==> config.mk <==
export PLATFORM = sky130hd
export DESIGN_NAME = button_array_controller
export DESIGN_NICKNAME = d
export VERILOG_FILES = /design/src/rtl/button_array_controller.sv
export SDC_FILE = /design/constraint.sdc
export NUM_CORES = 1
export LEC_CHECK = 0
export CAP_MARGIN = 20
export CORE_MARGIN = 2
export CORE_UTILIZATION = 65
export CTS_CLUSTER_SIZE = 16
export DETAILED_ROUTE_END_ITERATION = 6
export PLACE_DENSITY = 0.8
export SYNTH_ARGS = -nofsm -noshare
export SYNTH_HDL_FRONTEND = slang
export SYNTH_SLANG_ARGS = --single-unit
==> constraint.sdc <==
create_clock -name clk -period 6.5 [get_ports clk]
set_input_delay 1.625 -clock clk [delete_from_list [all_inputs] [get_ports clk]]
set_output_delay 1.625 -clock clk [all_outputs]
set_load 0.01 [all_outputs]
==> src/rtl/button_array_controller.sv <==
// Multi-channel button debouncer with press/release pulses, auto-repeat,
// held/long-press levels and a lowest-index press encoder.
module button_array_controller #(
   parameter int CHANNELS        = 4,
   parameter int DEBOUNCE_CYCLES = 10000,
   parameter int REPEAT_DELAY    = 5000000,
   parameter int REPEAT_PERIOD   = 1000000,
   parameter int LONG_CYCLES     = 20000000,
   parameter int CNT_W           = 26,
   parameter int IDX_W           = (CHANNELS > 1) ? $clog2(CHANNELS) : 1
) (
   input  logic                clk,
   input  logic                reset,
   input  logic [CHANNELS-1:0] button_n,
   input  logic [CHANNELS-1:0] repeat_en,
   output logic [CHANNELS-1:0] press_pulse,
   output logic [CHANNELS-1:0] release_pulse,
   output logic [CHANNELS-1:0] held,
   output logic [CHANNELS-1:0] long_press,
   output logic                any_event,
   output logic [IDX_W-1:0]    event_idx
);

   localparam logic [1:0] S_INIT  = 2'd0;
   localparam logic [1:0] S_ARMED = 2'd1;
   localparam logic [1:0] S_HELD  = 2'd2;

   localparam logic [CNT_W-1:0] L_DEB    = CNT_W'(DEBOUNCE_CYCLES);
   localparam logic [CNT_W-1:0] L_DELAY  = CNT_W'(REPEAT_DELAY);
   localparam logic [CNT_W-1:0] L_PER_M1 = CNT_W'(REPEAT_PERIOD - 1);
   localparam logic [CNT_W-1:0] L_LONG   = CNT_W'(LONG_CYCLES);

   logic [CHANNELS-1:0] w_press;
   logic [CHANNELS-1:0] w_release;
   logic [CHANNELS-1:0] w_held;
   logic [CHANNELS-1:0] w_long;

   for (genvar g = 0; g < CHANNELS; g++) begin : g_ch
      logic             r_s1;
      logic             r_s2;
      logic [1:0]       r_state;
      logic [CNT_W-1:0] r_rel_cnt;
      logic [CNT_W-1:0] r_hold_cnt;
      logic [CNT_W-1:0] r_rep_cnt;
      logic             r_rep_on;
      logic             r_press;
      logic             r_release;
      logic             r_held;
      logic             r_long;
      logic [CNT_W-1:0] w_rel_nxt;
      logic [CNT_W-1:0] w_hold_nxt;
      logic             w_rel_done;
      logic             w_due;

      assign w_rel_nxt  = r_rel_cnt + 1'b1;
      assign w_rel_done = r_s2 && (w_rel_nxt == L_DEB);
      assign w_hold_nxt = (&r_hold_cnt) ? r_hold_cnt : r_hold_cnt + 1'b1;
      // Schedule keeps ticking even when the pulse itself is suppressed
      assign w_due = r_rep_on ? (r_rep_cnt == L_PER_M1)
                              : (w_hold_nxt == L_DELAY);

      always_ff @(posedge clk) begin
         if (reset) begin
            r_s1       <= 1'b1;
            r_s2       <= 1'b1;
            r_state    <= S_INIT;
            r_rel_cnt  <= '0;
            r_hold_cnt <= '0;
            r_rep_cnt  <= '0;
            r_rep_on   <= 1'b0;
            r_press    <= 1'b0;
            r_release  <= 1'b0;
            r_held     <= 1'b0;
            r_long     <= 1'b0;
         end else begin
            r_s1      <= button_n[g];
            r_s2      <= r_s1;
            r_press   <= 1'b0;
            r_release <= 1'b0;
            case (r_state)
               S_INIT: begin
                  if (!r_s2) begin
                     r_rel_cnt <= '0;
                  end else if (w_rel_done) begin
                     r_rel_cnt <= '0;
                     r_state   <= S_ARMED;
                  end else begin
                     r_rel_cnt <= w_rel_nxt;
                  end
               end
               S_ARMED: begin
                  if (!r_s2) begin
                     r_press    <= 1'b1;
                     r_held     <= 1'b1;
                     r_hold_cnt <= '0;
                     r_rep_cnt  <= '0;
                     r_rel_cnt  <= '0;
                     r_rep_on   <= 1'b0;
                     r_state    <= S_HELD;
                  end
               end
               S_HELD: begin
                  r_hold_cnt <= w_hold_nxt;
                  if (w_hold_nxt >= L_LONG) r_long <= 1'b1;
                  if (w_due) begin
                     r_rep_on  <= 1'b1;
                     r_rep_cnt <= '0;
                  end else if (r_rep_on) begin
                     r_rep_cnt <= r_rep_cnt + 1'b1;
                  end
                  if (w_due && repeat_en[g] && !r_s2 && !r_press)
                     r_press <= 1'b1;
                  if (!r_s2) begin
                     r_rel_cnt <= '0;
                  end else if (w_rel_done) begin
                     r_release <= 1'b1;
                     r_held    <= 1'b0;
                     r_long    <= 1'b0;
                     r_rel_cnt <= '0;
                     r_state   <= S_ARMED;
                  end else begin
                     r_rel_cnt <= w_rel_nxt;
                  end
               end
               default: r_state <= S_INIT;
            endcase
         end
      end

      assign w_press[g]   = r_press;
      assign w_release[g] = r_release;
      assign w_held[g]    = r_held;
      assign w_long[g]    = r_long;
   end

   assign press_pulse   = w_press;
   assign release_pulse = w_release;
   assign held          = w_held;
   assign long_press    = w_long;
   assign any_event     = |w_press;

   // Scan downward so the lowest active index is the last one written
   always_comb begin
      event_idx = '0;
      for (int i = CHANNELS - 1; i >= 0; i--)
         if (w_press[i]) event_idx = IDX_W'(i);
   end

endmodule

Yosys cells after proc, flatten, opt, wreduce, memory -nomap -nowiden

Cells that the tools add are included.

Logic and storage cells: 305
Memories: 0
Latch bits: 0
Register bits after elaboration: 348
ROM bits: 0
Output and inout bits: 19
Input port bits: 10
RAM bits: 0

Reduce and logical (&&, ||, !) cells: 73
Bitwise logic cells: 8
Shift-type cells: 0
Order comparisons: 4
Multipliers: 0
Equal/unequal tests: 48
Add/sub/neg operators: 12
Divide/modulo/power cells: 0
Mux-type cells: 116

Operators by type and width:

| kind                  | number |
|---|---|
| $mux 26               | 24 |
| $pmux 26 s2           | 12 |
| $add 26x1->26 const B | 12 |
| $eq 26x14->1 const B  | 4 |
| $eq 26x20->1 const B  | 4 |
| $eq 26x23->1 const B  | 4 |
| $ge 26x25->1 const B  | 4 |
| $reduce_and 26->1     | 4 |
| $mux 1                | 48 |
| $reduce_and 3->1      | 12 |
| $mux 2                | 16 |
| $ne 2x2->1 const B    | 16 |
| $pmux 1 s2            | 12 |
| $logic_and 1x1->1     | 16 |
| $ne 2x1->1 const B    | 8 |
| $pmux 2 s2            | 4 |
| $reduce_and 2->1      | 8 |
| $reduce_and 4->1      | 4 |
| $reduce_bool 2->1     | 8 |
| $ne 3x3->1 const B    | 4 |
| $reduce_or 3->1       | 4 |
| $eq 2x1->1 const B    | 4 |
| $eq 2x2->1 const B    | 4 |
| $logic_not 1->1       | 8 |
| 4 further kinds       | 17 |

Logic depth before layout (Yosys ltp)

Gate-level depths: netlist (run 1).

Depth after elaboration: 9
Depth in mapped cells: 14
Gate-level depth less buffers: 10

Worst setup path after synthesis (run 1)

No wires, ideal clock.

Path type: flip-flop to flip-flop
Start point: reg g_ch[2].r_rel_cnt[0]
End point: reg g_ch[2].r_rel_cnt[11]
Stages on the path, launching flop included: 12
Arrival: 3.085 ns
Slack: 3.298 ns
Period minus slack after synthesis: 3.202 ns
Cell sequence: dfxtp_1 > ha_1 > and3_1 > clkbuf_1 > nand4_1 > o21ai_0 > o2111ai_1 > or4_1 > nor4_2 > nor3_2 > clkbuf_1 > a22o_1

Longest elaborated chain between the ends: 6

RTL lines:

| item                     | line    | source |
|---|---|---|
| start: declaration       | 42      | `logic [CNT_W-1:0] r_rel_cnt;` |
| start signal: assignment | 88      | `r_rel_cnt <= w_rel_nxt;` |
| start signal: assignment | 122     | `r_rel_cnt <= w_rel_nxt;` |
| $add 26x1->26 (*)        | 55      | `assign w_rel_nxt = r_rel_cnt + 1'b1;` |
| $eq 26x14->1             | 56      | `assign w_rel_done = r_s2 && (w_rel_nxt == L_DEB);` |
| $logic_and 1x1->1        | 56      |  |
| $mux 26 (*)              | 84, 115 |  |
| $mux 26 (*)              | 82      | `if (!r_s2) begin` |
| $pmux 26 s2 (*)          | 80      | `case (r_state)` |

Mark *: on every way between the ends. The rest lies on a longest branch, timed or not.
A chain may end at the register's enable or synchronous reset.

Worst setup path in the final report (run 1)

Start point: reg g_ch[3].r_hold_cnt[0]
End point: reg g_ch[3].r_rep_cnt[5]

Longest elaborated chain between the ends: 6
Elaborated cells between the ends (all ways): 9
Those cells by class: add/sub (1); eq/ne (2); mux (4); reduce/logical (2)

RTL lines:

| item                                                                    | line | source |
|---|---|---|
| start: declaration                                                      | 43   | `logic [CNT_W-1:0] r_hold_cnt;` |
| start signal: assignment                                                | 103  | `r_hold_cnt <= w_hold_nxt;` |
| $add 26x1->26 / $reduce_and 26->1 (equally long branches)               | 57   | `assign w_hold_nxt = (&r_hold_cnt) ? r_hold_cnt : r_hold_cnt + 1'b1;` |
| $mux 26 (*)                                                             | 57   |  |
| $eq 26x23->1 (*)                                                        | 60   | `: (w_hold_nxt == L_DELAY);` |
| $mux 1 (*)                                                              | 59   | `assign w_due = r_rep_on ? (r_rep_cnt == L_PER_M1)` |
| $ne 3x3->1 (no source line) / $mux 26 (equally long branches)           | -    |  |
| $reduce_and 3->1 (no source line) / $pmux 26 s2 (equally long branches) | -    |  |
| end signal: assignment                                                  | 109  | `r_rep_cnt <= r_rep_cnt + 1'b1;` |
| end: declaration                                                        | 44   | `logic [CNT_W-1:0] r_rep_cnt;` |

Marked as above.

==> results of run 1 <==
## cells in the mapped netlist, types with 21 or more instances
master	number	share of area [%]
a211oi_1	32	1.1
a21oi_1	188	4.2
a22oi_1	26	0.86
a311oi_1	23	0.89
a31oi_1	96	2.7
and2_1	31	0.86
and3_1	77	2.1
and4_1	26	1.0
buf_2	56	1.2
clkbuf_1	146	2.4
dfxtp_1	348	31
ha_1	28	1.5
inv_1	54	0.89
mux2i_1	29	1.3
nand2_1	381	6.3
nand2b_1	34	0.94
nand3_1	203	4.5
nand4_1	72	2.0
nor2_1	275	4.6
nor3_1	120	2.7
nor4_1	51	1.4
o2111ai_1	21	0.81
o211ai_1	27	0.89
o21ai_0	167	3.7
or2_2	24	0.66
or3_1	64	1.8
or4_1	35	1.2
xnor2_1	57	2.2
xor2_1	44	1.7
## metrics by stage
step                      total power (uW)  area, um2  utilization [%]  worst slack, ns
final                                 4730      24080            69.88            2.110
after global routing                  4865      24080            69.88            1.829
after CTS                             4763      24020            69.72            2.221
after detailed placement              2334      22610            65.61            2.268
after global placement                2328      22610            65.61            2.373
after floorplan                       2297      22650                -            3.298
## power by group
group	internal (uW)	switching [uW]	total (uW)
Clock	1490	950	2440
Sequential	2150	19.1	2170
Combinational	42.7	80.6	123
## state kept, by name, indices dropped and copies added (netlist names)
register         flops
g_ch.r_hold_cnt    104
g_ch.r_rel_cnt     104
g_ch.r_rep_cnt     104
g_ch.r_state         8
g_ch.r_held          4
g_ch.r_long          4
g_ch.r_press         4
g_ch.r_release       4
g_ch.r_rep_on        4
g_ch.r_s1            4
g_ch.r_s2            4
## logic make-up (layout without fill, tap and decap cells)
family                     after synthesis  in the layout
xor gates and xnor gates               101            101
adders and majority gates               28             28
AOI/OAI and AO/OA                      777            777
muxes                                   36             36
DFF                                    348            348
and+or+nand+nor                       1494           1494
buffers and inverters                  289            176
## cell type report
class	count	area, um2	area share (%)
timing repair buffer	49	462.9	1.923
multi-input combinational	2436	14460	60.06
sequential	348	6967	28.93
clock buffer	54	1157	4.807
tap	455	569.3	2.364
clock inverter	19	257.7	1.070
inverter	54	202.7	0.8418
## routing by layer
layer,GRT usage [%],wire [um],vias to the layer above
met4,9.332,1106,0
met2,52.11,27560,879
met3,4.527,3878,109
met5,0,0,-
met1,42.65,26470,10840
li1,-,-,11130
## worst paths after layout
kind,start,slack [ns],cells after the start,end
hold reg to reg,g_ch[1].r_s1$_SDFF_PP1_,0.41,1,g_ch[1].r_s2$_SDFF_PP1_
setup / recovery,g_ch[3].r_hold_cnt[0]$_SDFFE_PP0P_,2.11,10,g_ch[3].r_rep_cnt[5]$_SDFFE_PP0P_
setup reg to reg,g_ch[3].r_hold_cnt[0]$_SDFFE_PP0P_,2.11,10,g_ch[3].r_rep_cnt[5]$_SDFFE_PP0P_
hold / removal,g_ch[1].r_s1$_SDFF_PP1_,0.41,1,g_ch[1].r_s2$_SDFF_PP1_
==> impl_metrics.ini, run 1 <==
[sta]
period_share_pct = 67.54
worst_slew_pin_slew_ns = 1.050
max_freq_mhz = 227.8
fin_crit_ns = 4.390
finalSetupViolCount = 0
rsz0062_at_grt = false
hold_violations = 0
final.setup.tns_ns = 0
fin_hold_ws_ns = 0.4056
final.setup_skew_ns = 0.01773
relSlewSlack_pct = 29.61
finalMaxSlewViolations = 0

[grt]
grt_pass1_wl_mm = 98.73
grt_pass1_vias = 20730
grt_max_degree = 96
grt-ovfl-total = 0
grt_usage_pct = 31.52
grt_antenna_before_repair = 0

[synth]
synthSimpleGateAreaFrac_pct = 34.14
ys_ff_latch = 348
synthAdderAreaFrac_pct = 1.547
synth_enable_flop_cells = 0
synth_compound_area_share_pct = 22.51
yosys-mux-area-fraction_pct = 1.630
yosys_warnings = 0
synthCells = 3073
synth_area_um2 = 22650
syn_area_per_cell_um2 = 7.370
async_flop_share_pct = 0
yosysUniqueCellTypes = 97
ys_seq_area_share_pct = 30.76
synth_top_family_by_area = simple AND/OR/NAND/NOR gates
mappedNetlistNets = 3111
yosys.area_share.xor_xnor_pct = 3.906
ys.flop_type = dfxtp_1

[cts]
clock-sinks = 348
numCtsBuffers = 41
max-clock-path-buffers = 3
cts_root_buf = clkbuf_16
cts.clk_slew.worst_paths_ns = 0.06
h-tree-depth = 2
cts_tree = built
clkLatencyLatePin_ns = 0.57
cts_hold_buf = 0
ctsResizeCount = 0
postCtsSetupBuffers = 0

[detailed_routing]
via_per_inst = 6.723
route.detailed.drc = 0
ant_nets = 0
wl_per_cell_um = 17.28
drt_pass1_iterations = 5
drt_wl_total_mm = 59.01
drt_iter0_drc = 2182
num_vias = 22960

[worst_setup_path]
crit_required_ns = 6.98
cp_num_buf_inv = 0
crit_family = simple AND/OR/NAND/NOR gates
slowest_stage = or4_4
crit_arrival_ns = 4.87
worstSetupPathType = flop to flop
crit_path_end_kind = flop
crit_chain = ha_1 > nand4_1 > or4_4 > o2111a_1 > xnor2_1 > o2111ai_1 > nor4_4 > o21ai_2 > or4_1 > a21oi_1
cp_slowest_stage_delay_ns = 0.77
cp-start-kind = flop
worstPathMaxFanout = 14

[finish]
layout_commonest_cell = nand2_1
most-common-layout-cells = nand2_1 (381), dfxtp_1 (348), nor2_1 (274)
area_delta_synth_final_pct = 6.309
finalNetCount = 2968
layoutNonFillerInstCount = 3415
antenna_cells = 0
drive_above_1_share_pct = 5.845
nFillCells = 2906

[floorplan]
die_w_um = 190.7
core_um2 = 34460
io-pin-count = 29
start_util_pct = 65.73
fp-row-count = 68
dieArea_um2 = 36360
die_h_um = 190.7

[run_status]
status = finished, final reports clean

[worst_hold_path]
min_path_type = flop to flop

[place]
io_buffers = 28
place.gp.congestion = 0.9579
dp_cells = 3338
post-dp-hpwl_mm = 39.67

[pwr]
p_per_area_nw_per_um2 = 196.5
peakVddDrop_mv = 0.1973
power_leakage_uw = 0.007710

[run]
drv_cap = 0
Note: power is estimated with default switching activity, not from simulation.
==> run 2, diff against run 1 <==
--- a/config.mk
+++ b/config.mk
@@ -7,10 +7,10 @@
 export LEC_CHECK = 0
 export CAP_MARGIN = 20
 export CORE_MARGIN = 2
-export CORE_UTILIZATION = 65
+export CORE_UTILIZATION = 58
 export CTS_CLUSTER_SIZE = 16
 export DETAILED_ROUTE_END_ITERATION = 6
-export PLACE_DENSITY = 0.8
+export PLACE_DENSITY = 0.75
 export SYNTH_ARGS = -nofsm -noshare
 export SYNTH_HDL_FRONTEND = slang
 export SYNTH_SLANG_ARGS = --single-unit
==> constraint.sdc (replaced) <==
create_clock -name clk -period 3.52 [get_ports clk]
set_input_delay 0.88 -clock clk [delete_from_list [all_inputs] [get_ports clk]]
set_output_delay 0.88 -clock clk [all_outputs]
set_load 0.01 [all_outputs]
==> impl_metrics.ini, run 2 (synthesis gave the netlist of run 1 again) <==
[cts]
cts_root_buf = clkbuf_16
h-tree-depth = 2
max-clock-path-buffers = 3
cts_hold_buf = 0
cts_tree = built
cts.clk_slew.worst_paths_ns = 0.06
numCtsBuffers = 41
clock-sinks = 348
clkLatencyLatePin_ns = 0.57

[finish]
register_area_um2 = 6967
layoutNonFillerInstCount = 3643
antenna_cells = 0
area_delta_synth_final_pct = 12.16
finalNetCount = 3135
layout_commonest_cell = nand2_1
drive_above_1_share_pct = 11.14
multi_input_area_um2 = 14600
nFillCells = 3465
top_regs = g_ch.r_hold_cnt: 104 flops, g_ch.r_rel_cnt: 104 flops, g_ch.r_rep_cnt: 104 flops
most-common-layout-cells = nand2_1 (381), dfxtp_1 (348), nor2_1 (275)

[worst_setup_path]
crit_required_ns = 4.01
crit_path_end = g_ch[3].r_press$_SDFF_PP0_
crit_path_end_kind = flop
crit_arrival_ns = 3.87
cp-start-kind = flop
crit_chain = nand4_4 > or4_4 > a2111oi_4 > and3_1 > o211ai_2 > nor4_4 > buf_4 > nand2b_1 > a2111oi_0 > o21bai_1
r2r-end = g_ch[3].r_press$_SDFF_PP0_
timing.critical_path.from = g_ch[3].r_hold_cnt[9]$_SDFFE_PP0P_
cp_num_buf_inv = 1
slowest_stage = or4_4
reg2reg_slack_ns = 0.14
r2r-start = g_ch[3].r_hold_cnt[9]$_SDFFE_PP0P_
worstSetupPathType = flop to flop
crit_family = simple AND/OR/NAND/NOR gates
cp_slowest_stage_delay_ns = 0.61
path_depth = 10
worstPathMaxFanout = 9
r2r.worst_path.cells = 10

[floorplan]
start_util_pct = 58.74
dieArea_um2 = 40650
core_um2 = 38560
die_h_um = 201.6
die_w_um = 201.6
fp-row-count = 72
io-pin-count = 29

[pwr]
netSwitchingFraction_pct = 22.92
combPwrFrac_pct = 3.2
peakVddDrop_mv = 0.3419
p_per_area_nw_per_um2 = 328.4
seqPwrFrac_pct = 47.9
pwr-share-clk_pct = 49.0
power_leakage_uw = 0.008516
cellInternalPower_uw = 6429
p_sw_uw = 1912

[detailed_routing]
drt_pass1_iterations = 5
wl_per_cell_um = 16.98
ant_nets = 0
num_vias = 23480
route.detailed.drc = 0
drt_iter0_drc = 1906
drt_wl_total_mm = 61.86
via_per_inst = 6.445

[sta]
hold_violations = 0
relSlewSlack_pct = 38.68
period_share_pct = 96.00
fin_hold_ws_ns = 0.4049
final.setup.tns_ns = 0
rsz0062_at_grt = true
final.setup_skew_ns = 0.01786
fin_crit_ns = 3.379
max_freq_mhz = 295.9
finalSetupViolCount = 0
finalMaxSlewViolations = 0
worst_slew_pin_slew_ns = 0.9176

[grt]
grt-ovfl-total = 0
grt_pass1_vias = 21980
grt_usage_pct = 29.40
grt_max_degree = 50
grt_pass1_wl_mm = 103.7
grt_antenna_before_repair = 0

[worst_hold_path]
min_path_type = flop to flop
worstHoldStart = g_ch[1].r_s1$_SDFF_PP1_

[run_status]
status = finished, final reports clean

[place]
post-dp-hpwl_mm = 42.63
place.gp.congestion = 0.9658
dp_cells = 3563
io_buffers = 28

[run]
drv_cap = 0
-- run 2: cell count changes in the layout (fill, tap and decap cells not counted), sizes merged --
cell          change
dlymetal6s2s      -1
clkinv            -2
clkbuf            +3
a2bb2oi           +1
bufinv            -5
inv               +2
buf             +167
-- run 2: layer usage --
layer  vias to the layer above  part of all wire, %  global-route usage (%)
met4                         0                  1.9                   8.272
li1                      11450                    -                       -
met2                       858                   47                   49.62
met1                     11050                   44                   38.81
met3                       112                  7.0                   4.778
met5                         -                    0                       0
-- run 2: what timing repair did --
action                                  in CTS  in global routing
gates resized for setup                      1                 21
endpoints found under the setup margin       8                 85
gates cloned                                 0                  1
pin swaps                                    0                 10
setup buffers                                0                  7
-- run 2: area by class of cell --
cell class                 count  share of cell area, %
sequential                   348                  27.42
multi-input combinational   2437                  57.46
timing repair buffer         215                  6.777
clock inverter                14                 0.4384
clock buffer                  57                  4.551
tap                          518                  2.551
inverter                      54                 0.7979
-- run 2: worst min-delay path by stage --
| stage | to | cells after the start |
|---|---|---|
| after global routing | g_ch[1].r_s2$_SDFF_PP1_ | 1 |
| after CTS | g_ch[0].r_s2$_SDFF_PP1_ | 1 |
| after global placement | g_ch[0].r_s2$_SDFF_PP1_ | 1 |
| final | g_ch[1].r_s2$_SDFF_PP1_ | 1 |
| after floorplan | g_ch[0].r_s2$_SDFF_PP1_ | 1 |
| after detailed placement | g_ch[0].r_s2$_SDFF_PP1_ | 1 |
-- run 2: worst reg2reg max path, stage by stage (launching register included) --
cell and delay (ns):
dfxtp_1 0.45, nand4_4 0.22, or4_4 0.61, a2111oi_4 0.41, and3_1 0.24, o211ai_2 0.16
nor4_4 0.46, buf_4 0.18, nand2b_1 0.05, a2111oi_0 0.38, o21bai_1 0.16
-- run 2: per-stage QoR --
stage	power [uW]	instance area, um2	util [%]	worst slack, ns
final	8341	25400	65.88	0.1409
after global routing	8628	25400	65.88	-0.03910
after CTS	8435	25210	65.38	0.03122
after detailed placement	4333	23930	62.07	-0.1122
after global placement	4323	23920	62.04	0.03458
after floorplan	4241	22650	-	0.3183
-- run 2: power by group through the flow --
| stage | Sequential [uW] | Combinational (uW) | Clock (uW) |
|---|---|---|---|
| after floorplan | 4070 | 174 | 0 |
| after global placement | 4080 | 247 | 0 |
| after detailed placement | 4080 | 255 | 0 |
| after CTS | 3990 | 257 | 4190 |
| after global routing | 3990 | 288 | 4350 |
| final | 3990 | 263 | 4090 |
